**config.mk**
```make
export PLATFORM = sky130hd
export DESIGN_NAME = glb_psum_drain
export DESIGN_NICKNAME = d
export VERILOG_FILES = /design/src/rtl/glb_psum_drain_pkg.sv /design/src/rtl/psum_drain_fifo.sv /design/src/rtl/glb_psum_drain.sv
export SDC_FILE = /design/constraint.sdc
export NUM_CORES = 1
export LEC_CHECK = 0
export ABC_AREA = 1
export BUFFER_PORTS_ARGS = -buffer_cell sky130_fd_sc_hd__buf_2
export CAP_MARGIN = 20
export CORE_MARGIN = 3
export CORE_UTILIZATION = 60
export CTS_BUF_LIST = sky130_fd_sc_hd__clkbuf_4
export CTS_CLUSTER_SIZE = 20
export DETAILED_ROUTE_END_ITERATION = 10
export PLACE_DENSITY = 0.83
export SLEW_MARGIN = 20
export SYNTH_ARGS = -nofsm -noshare
export SYNTH_HDL_FRONTEND = slang
export SYNTH_SLANG_ARGS = --single-unit
```
**constraint.sdc**
```tcl
create_clock -name i_clk -period 5.1 [get_ports i_clk]
set_input_delay 0.255 -clock i_clk [delete_from_list [all_inputs] [get_ports i_clk]]
set_output_delay 0.255 -clock i_clk [all_outputs]
set_load 0.005 [all_outputs]
```
**src/rtl/glb_psum_drain_pkg.sv**
```systemverilog
// glb_psum_drain_pkg: GLB geometry, bank IDs and drain FSM state encoding shared with TOP_ctrl and GLB.
package glb_psum_drain_pkg;
  function automatic int clogb2(input int value);
    int bits;
    bits = 0;
    for (int v = value; v > 0; v = v >> 1) bits++;
    return (bits == 0) ? 1 : bits;
  endfunction
  localparam int BANK_IFMAP = 0;
  localparam int BANK_PSUM = 1;
  localparam int BANK_WGHT = 2;
  localparam int GLB_DATA_BITWIDTH = 32;
  localparam int GLB_BANK_NUM = 3;
  localparam int GLB_BANK_DEPTH = 8192;
  localparam int GLB_AW = clogb2(GLB_BANK_DEPTH - 1);
  localparam int GLB_CW = GLB_AW + 1;
  typedef enum logic [1:0] {S_IDLE, S_READ, S_DRAIN, S_DONE} drain_state_e;
endpackage

```
**src/rtl/psum_drain_fifo.sv**
```systemverilog
// psum_drain_fifo: 2-entry synchronous FIFO buffering GLB read data ahead of the output stream.
module psum_drain_fifo #(
  parameter int W = 32
) (
  input  logic         clk,
  input  logic         rst,
  input  logic         push,
  input  logic [W-1:0] din,
  input  logic         pop,
  output logic [W-1:0] head,
  output logic         full,
  output logic         empty,
  output logic [1:0]   count
);
  logic [W-1:0] mem [2];
  logic         wr_ptr;
  logic         rd_ptr;
  logic         do_push;
  logic         do_pop;
  assign do_pop  = pop & ~empty;
  assign do_push = push & (~full | do_pop);
  assign head    = mem[rd_ptr];
  assign full    = count == 2'd2;
  assign empty   = count == 2'd0;
  always_ff @(posedge clk) begin
    if (rst) begin
      mem[0] <= '0;
      mem[1] <= '0;
      wr_ptr <= 1'b0;
      rd_ptr <= 1'b0;
      count  <= 2'd0;
    end else begin
      if (do_push) begin
        mem[wr_ptr] <= din;
        wr_ptr      <= ~wr_ptr;
      end
      if (do_pop) rd_ptr <= ~rd_ptr;
      count <= count + {1'b0, do_push} - {1'b0, do_pop};
    end
  end
endmodule

```
**src/rtl/glb_psum_drain.sv**
```systemverilog
// glb_psum_drain: reads finished psums from the GLB psum bank and streams them out over valid/ready.
module glb_psum_drain
  import glb_psum_drain_pkg::*;
#(
  parameter int DATA_BITWIDTH = GLB_DATA_BITWIDTH,
  parameter int BANK_NUM      = GLB_BANK_NUM,
  parameter int BANK_DEPTH    = GLB_BANK_DEPTH,
  parameter int PSUM_BANK_ID  = BANK_PSUM,
  parameter int AW            = clogb2(BANK_DEPTH - 1),
  parameter int CW            = AW + 1,
  parameter int BW            = clogb2(BANK_NUM - 1)
) (
  input  logic                     i_clk,
  input  logic                     i_rst,
  input  logic                     i_start,
  input  logic [AW-1:0]            i_base_addr,
  input  logic [CW-1:0]            i_word_count,
  output logic                     o_busy,
  output logic                     o_done,
  output logic                     o_glb_req,
  output logic [BW-1:0]            o_glb_bank_sel,
  output logic                     o_glb_re,
  output logic [AW-1:0]            o_glb_ra,
  input  logic [DATA_BITWIDTH-1:0] i_glb_rd,
  output logic [DATA_BITWIDTH-1:0] o_data,
  output logic                     o_valid,
  input  logic                     i_ready,
  output logic                     o_last
);
  drain_state_e state_q, state_d;
  logic [AW-1:0] base_q;
  logic [CW-1:0] count_q;
  logic [CW-1:0] issued_q;
  logic [CW-1:0] accepted_q;
  logic          inflight_q;
  logic          re;
  logic          pop;
  logic          fifo_full;
  logic          fifo_empty;
  logic [1:0]    fifo_count;
  logic [2:0]    credit_used;
  logic          start_ok;
  psum_drain_fifo #(.W(DATA_BITWIDTH)) u_fifo (
    .clk   (i_clk),
    .rst   (i_rst),
    .push  (inflight_q),
    .din   (i_glb_rd),
    .pop   (pop),
    .head  (o_data),
    .full  (fifo_full),
    .empty (fifo_empty),
    .count (fifo_count)
  );
  assign o_valid        = ~fifo_empty;
  assign pop            = o_valid & i_ready;
  assign o_last         = o_valid & (accepted_q == count_q - CW'(1));
  assign o_busy         = (state_q == S_READ) || (state_q == S_DRAIN);
  assign o_glb_req      = o_busy;
  assign o_done         = state_q == S_DONE;
  assign o_glb_bank_sel = BW'(PSUM_BANK_ID);
  assign o_glb_ra       = base_q + issued_q[AW-1:0];
  assign o_glb_re       = re;
  assign start_ok       = (state_q == S_IDLE) && i_start;
  // A same-cycle pop frees its slot, which keeps one read per cycle under full throughput.
  assign credit_used    = {1'b0, fifo_count} + {2'b00, inflight_q} - {2'b00, pop};
  always_comb begin
    state_d = state_q;
    re      = 1'b0;
    case (state_q)
      S_IDLE:  if (i_start) state_d = (i_word_count == '0) ? S_DONE : S_READ;
      S_READ: begin
        re = (issued_q != count_q) && (credit_used < 3'd2) && !(fifo_full && !pop);
        if (issued_q == count_q) state_d = S_DRAIN;
      end
      S_DRAIN: if (accepted_q + CW'(pop) == count_q) state_d = S_DONE;
      default: state_d = S_IDLE;
    endcase
  end
  always_ff @(posedge i_clk) begin
    if (i_rst) begin
      state_q    <= S_IDLE;
      base_q     <= '0;
      count_q    <= '0;
      issued_q   <= '0;
      accepted_q <= '0;
      inflight_q <= 1'b0;
    end else begin
      state_q    <= state_d;
      inflight_q <= re;
      if (start_ok) begin
        base_q     <= i_base_addr;
        count_q    <= i_word_count;
        issued_q   <= '0;
        accepted_q <= '0;
      end else begin
        issued_q   <= issued_q + CW'(re);
        accepted_q <= accepted_q + CW'(pop);
      end
    end
  end
endmodule

```
==> impl_metrics.ini, run 1 <==
[synthesis]
synth-main-ff-cell = edfxtp_1
syn_area_per_cell_um2 = 8.66
ys_types = 45
ys_seq_elements = 127
synth_edf_count = 64
yosys_warnings = 0
yosysSeqAreaShare_pct = 47.0
synth_area_um2 = 6770
syn-num-nets = 870
synthCells = 782
async_flop_share_pct = 0

[cts]
post_cts_buffers = 0
numCtsBuffers = 17
cts_resized = 0
cts_htree_levels = 4
path_clk_slew_ns = 0.12
cts_tree = built
root_buffer = clkbuf_4
clock_latency_ns = 0.52
clkSinkCount = 127
cts_max_path_buffers = 2

[die]
die_w_um = 112
initial_core_util_pct = 61.9
rows = 38
fp.dieArea_um2 = 12600
fp.dieH_um = 112
ios = 116
core_um2 = 10900

[grt]
antenna_found_initial = 0
grt_pass1_wl_um = 25500
grtUsageTotal_pct = 25.1
grt_max_degree = 42
globalRouteOverflowTotal = 0
grt_pass1_vias = 5410

[drt]
routedWlPerCell_um = 14.5
routed_via_density = 5.29
drc_errors = 0
wirelength_um = 15500
drt-initial-drc-count = 462
dr.pass1.iters = 5
antenna_left = 0
via_count = 5630

[layout]
drive_gt1_share_pct = 22.4
nFillCells = 859
syn2layout_area_growth_pct = 15.9
n_antenna_cell = 0
final_nets = 1000

[place]
gp_congestion = 0.914
port_buffers = 113
dp_hpwl_um = 11200

[timing]
fin_setup_tns_ns = 0
skew_ns = 0.0163
rsz0062_at_grt = no
period_minus_slack_ns = 3.67
finalSetupViolCount = 0
max-slew-margin-rel_pct = 40.4
hold_viol_final = 0
final_max_slew_viol_count = 0
tightest_slew_ns = 0.888
max_freq_mhz = 273
finalCritPeriodShare_pct = 71.9

[power_and_ir_drop]
cellPowerDensity_nw_per_um2 = 375
power.total_mw = 2.95
p_leak_nw = 3.56
irDropWorstVdd_mv = 0.302

[setup_path]
cp-start-kind = flip-flop
worstPathRequired_ns = 5.48
cp.arrival_ns = 4.05
criticalPathCategory = flip-flop to flip-flop
worst_setup_path_end_kind = flip-flop
path_max_fanout = 6

[status]
status = completed

[hold_path]
min_path_type = input pin to flip-flop

[flow_run]
drv_cap = 0
report_power, final:
part	internal [mW]	leakage, nW	switching, mW
clock	0.238	0.128	0.382
combinational	0.436	2.25	0.576
sequential	1.20	1.18	0.112
total	1.88	3.56	1.07
cell type report:
type,count,area (µm²),area share [%]
clock buffer,17,128,1.63
clock inverter,14,119,1.51
inverter,105,394,5.02
multi-input combinational,527,3090,39.4
sequential,127,3180,40.5
tap,140,175,2.23
timing repair buffer,134,761,9.69
cells in the final DEF (no fill, tap or decap), types with 6 or more instances in the layout:
master         Yosys  routed
nand4_1           13      13
inv_1            100     100
ha_1              23      23
dfxtp_1           63      63
dlygate4sd3_1      0      15
o21ai_0           43      43
xor2_1            30      30
edfxtp_1          64      64
xnor2_1           17      17
nor3_1            10      10
nand3_1           32      32
a21oi_1           44      44
nor4_1             6       6
nand2_1           95      95
mux2_2            32      32
nand2_2            6       6
clkbuf_4           0      17
buf_2              4     113
buf_4              3       6
nor2_1           136     136
state kept, by name, summed over array words and instances, names as in the netlist, named ones only:
signal,cells
count_q,14
u_fifo.count,2
base_q,13
u_fifo.wr_ptr,1
u_fifo.mem,64
u_fifo.rd_ptr,1
issued_q,14
inflight_q,1
accepted_q,14
state_q,2
path summary, 6_finish.rpt:
| path | start | endpoint | slack [ns] | depth (start not counted) |
|---|---|---|---|---|
| max | u_fifo.count[1] | issued_q[12] | 1.43 | 19 |
| min | i_glb_rd[8] | u_fifo.mem[1][8] | 0.04 | 3 |
| max reg2reg | u_fifo.count[1] | issued_q[12] | 1.43 | 19 |
| min reg2reg | u_fifo.rd_ptr | flip-flop | 0.48 | 1 |
what timing repair did:
| action | 4_1_cts | 5_1_grt |
|---|---|---|
| hold buffers | 14 | 1 |
| setup endpoints to repair | 0 | 0 |
| hold endpoints to repair | 15 | 1 |
critical path, stage by stage (launching register included):
cell,delay (ns)
dfxtp_1,0.49
nor2_1,0.14
nor2_4,0.15
ha_1,0.25
inv_1,0.07
nand2_1,0.07
fa_1,0.39
xnor2_1,0.15
nand2_1,0.09
nor3_1,0.31
ha_1,0.26
ha_1,0.17
nand2_1,0.05
inv_1,0.08
nand2_1,0.10
nor4_2,0.24
nand4_1,0.18
nor2_1,0.15
and3_1,0.16
nor3_1,0.04
synthesized netlist by cell type, types with 3 or more instances:
cell type	number	area, µm²
buf_1	5	18.8
edfxtp_1	64	1920
nand2_2	6	37.5
mux2_2	32	360
nor2_4	3	33.8
buf_4	3	22.5
nor2_1	136	510
xnor2_1	17	149
inv_1	100	375
o21ai_0	43	215
clkbuf_1	11	41.3
dfxtp_1	63	1260
nor3_2	3	30.0
o2111ai_1	4	35.0
nand4_1	13	81.3
xor2_1	30	263
a21oi_1	44	220
nand2_1	95	357
nor4_1	6	37.5
nand3_1	32	160
buf_2	4	20.0
nor2_2	4	25.0
nor3_1	10	50.1
inv_2	3	11.3
ha_1	23	288
stage by stage:
stage | hold slack (ns) | worst slack, ns | cells | area [µm²] | utilization, %
after detailed placement | 0.448 | 1.47 | 1018 | 7460 | 68.2
after global placement | 0.449 | 1.66 | 1018 | 7460 | 68.2
after global routing | -0.00113 | 1.04 | 1064 | 7850 | 71.8
after floorplan | 0.326 | 1.83 | 782 | 6770 | -
after CTS | 0.000733 | 1.44 | 1063 | 7840 | 71.7
final | 0.0398 | 1.43 | 1064 | 7850 | 71.8
layer usage:
layer | vias to the layer above | track usage, % | part of all wire (%)
li1 | 2840 | - | -
met1 | 2539 | 32.3 | 44
met2 | 217 | 42.2 | 49
met3 | 34 | 5.12 | 5.7
met4 | 0 | 8.81 | 2.0
met5 | - | 0 | 0
cells by family (layout without fill, tap and decap cells):
kind of cell	Yosys count	in the layout	share of synthesized area (%)
buffers and inverters	128	270	7.33
other	2	2	0.111
flip-flops	127	127	47.0
XOR/XNOR	47	47	6.08
adder cells (fa/ha/maj)	25	25	4.84
AO/OA/AOI/OAI	104	104	8.44
multiplexers	32	32	5.32
AND/OR/NAND/NOR	317	317	20.9
Note: power is estimated with default switching activity, not from simulation.
==> run 2: changes to the inputs <==
- CORE_UTILIZATION: 60 -> 58
- PLACE_DENSITY: 0.83 -> 0.81
- clock period: 5.1 -> 3.6 ns (I/O delays scaled with it)
==> impl_metrics.ini, run 2 (synthesis results as in run 1) <==
[status]
status = completed

[setup_path]
crit_top_cell = nand2_1
path_max_fanout = 6
cp.arrival_ns = 3.81
cp_cell_sequence = nor2_4, nor2_4, ha_1, inv_1, nand2_1, fa_1, xnor2_2, nand2_1, nor3_4, ha_2, ha_1, nand2_1, inv_1, nand2_2, nor4_4, nand4_1, nor2_1, and3_1, nor3_1
critPathBufInv = 2
worst_path_max_delay_cell = fa_1
worst_setup_path_end_kind = flip-flop
cp-start-kind = flip-flop
criticalPathCategory = flip-flop to flip-flop
startpoint = u_fifo.count[0]
cp_top_family = simple AND/OR/NAND/NOR gates
worstPathRequired_ns = 3.99
max_stage_delay_ns = 0.41
timing.rr.start = u_fifo.count[0]

[drt]
drt-initial-drc-count = 643
antenna_left = 0
dr.pass1.iters = 8
routed_via_density = 5.37
routedWlPerCell_um = 15.2
drc_errors = 0
via_count = 5990
wirelength_um = 17000

[timing]
max-slew-margin-rel_pct = 50.6
hold_viol_final = 0
skew_ns = 0.0197
period_minus_slack_ns = 3.42
max_freq_mhz = 292
fin_setup_tns_ns = 0
tightest_slew_ns = 0.741
finalCritPeriodShare_pct = 95.0
finalSetupViolCount = 0
final_max_slew_viol_count = 0

[layout]
layout_common_cells = nor2_1 (135), buf_2 (113), inv_1 (100)
syn2layout_area_growth_pct = 24.7
final_cells = 1115
top_register = u_fifo.mem
nFillCells = 792
drive_gt1_share_pct = 22.5
final_common_cell = nor2_1
fin_area_um2 = 8450
final_nets = 1049
final_core_util_pct = 75.9
largest_reg_flops = 64

[grt]
grt_busiest_layer = met2
met2_usage_pct = 46.4
met3_usage_pct = 5.60
antenna_found_initial = 0
grt_pass1_wl_um = 27800
globalRouteOverflowTotal = 0
use_met1_pct = 32.9
grt_max_degree = 41
grtUsageTotal_pct = 26.8
grt_pass1_vias = 5875

[power_and_ir_drop]
intPower_mw = 2.87
combPwrFrac_pct = 34.7
p_sw_share_pct = 35.6
pwr-share-seq_pct = 41.3
p_sw_mw = 1.59
cellPowerDensity_nw_per_um2 = 527
pwr-share-clk_pct = 24.0
irDropWorstVdd_mv = 0.569
p_leak_nw = 3.82

[cts]
cts_htree_levels = 4
cts_tree = built
clock_latency_ns = 0.53
clkSinkCount = 127
root_buffer = clkbuf_4
path_clk_slew_ns = 0.12
cts_max_path_buffers = 2
numCtsBuffers = 17

[hold_path]
worstHoldStart = i_start
min_path_type = input pin to flip-flop

[die]
initial_core_util_pct = 60.9
fp.dieArea_um2 = 13000
ios = 116
die_w_um = 114
fp.dieH_um = 114
rows = 38
core_um2 = 11100

[place]
gp_congestion = 0.941
dp_hpwl_um = 11200
place_inst = 1020
placed_cell_area_um2 = 7470
port_buffers = 113

[flow_run]
drv_cap = 0
[run 2: changes by cell type in the layout (fill, tap and decap cells not counted), sizes merged]
cell and change:
buf +4, dlygate4sd3 +45, clkinvlp -1, diode +1, inv +1, bufinv +2
clkinv -1
[run 2: stage by stage]
| stage | total power [mW] | hold slack [ns] | setup WS [ns] |
|---|---|---|---|
| 2_1_floorplan | 2.87 | 0.251 | 0.327 |
| 3_3_place_gp | 3.26 | 0.416 | 0.196 |
| 3_5_place_dp | 3.30 | 0.418 | 0.0492 |
| 4_1_cts | 4.41 | 0.0670 | 0.0763 |
| 5_1_grt | 4.75 | 0.129 | -0.0915 |
| 6_report | 4.45 | 0.101 | 0.179 |
[run 2: final cells by class]
| cell class | count | area (µm²) | area share [%] |
|---|---|---|---|
| Antenna cell | 1 | 2.50 | 0.0296 |
| Clock buffer | 17 | 128 | 1.51 |
| Clock inverter | 15 | 184 | 2.18 |
| Inverter | 105 | 394 | 4.67 |
| Multi-Input combinational cell | 527 | 3130 | 37.1 |
| Sequential cell | 127 | 3190 | 37.7 |
| Tap cell | 140 | 175 | 2.07 |
| Timing Repair Buffer | 183 | 1240 | 14.7 |
[run 2: metal layers]
| metal | vias up | wire length (µm) |
|---|---|---|
| met4 | 0 | 512 |
| met3 | 50 | 1070 |
| met5 | - | 0 |
| met1 | 2718 | 6920 |
| met2 | 266 | 8470 |
| li1 | 2956 | - |
[run 2: worst paths after layout]
| check | endpoint | slack (ns) | cells past startpoint |
|---|---|---|---|
| hold reg to reg | u_fifo.rd_ptr | 0.46 | 1 |
| setup / recovery | issued_q[12] | 0.18 | 19 |
| hold / removal | state_q[0] | 0.10 | 5 |
| setup reg to reg | issued_q[12] | 0.18 | 19 |
[run 2: power by group through the flow]
stage | logic [mW] | clock network, mW | registers, mW
floorplan | 1.04 | 0 | 1.83
global placement | 1.41 | 0 | 1.86
detailed placement | 1.43 | 0 | 1.87
CTS | 1.50 | 1.08 | 1.83
global route | 1.74 | 1.15 | 1.87
finish | 1.54 | 1.07 | 1.84
[run 2: tightest hold or removal path, delay by kind of cell]
family / cells / cell delay [ns]
simple gates: 2 / 0.18
compound gates: 2 / 0.12
buf+inv: 1 / 0.11
[run 2: timing repair]
| action | in CTS | in global routing |
|---|---|---|
| buffers inserted | 0 | 2 |
| resized for setup | 1 | 10 |
| endpoints found under the hold margin | 90 | 0 |
| pin swaps | 0 | 3 |
| hold buffers | 60 | 0 |
| setup endpoints to repair | 1 | 6 |
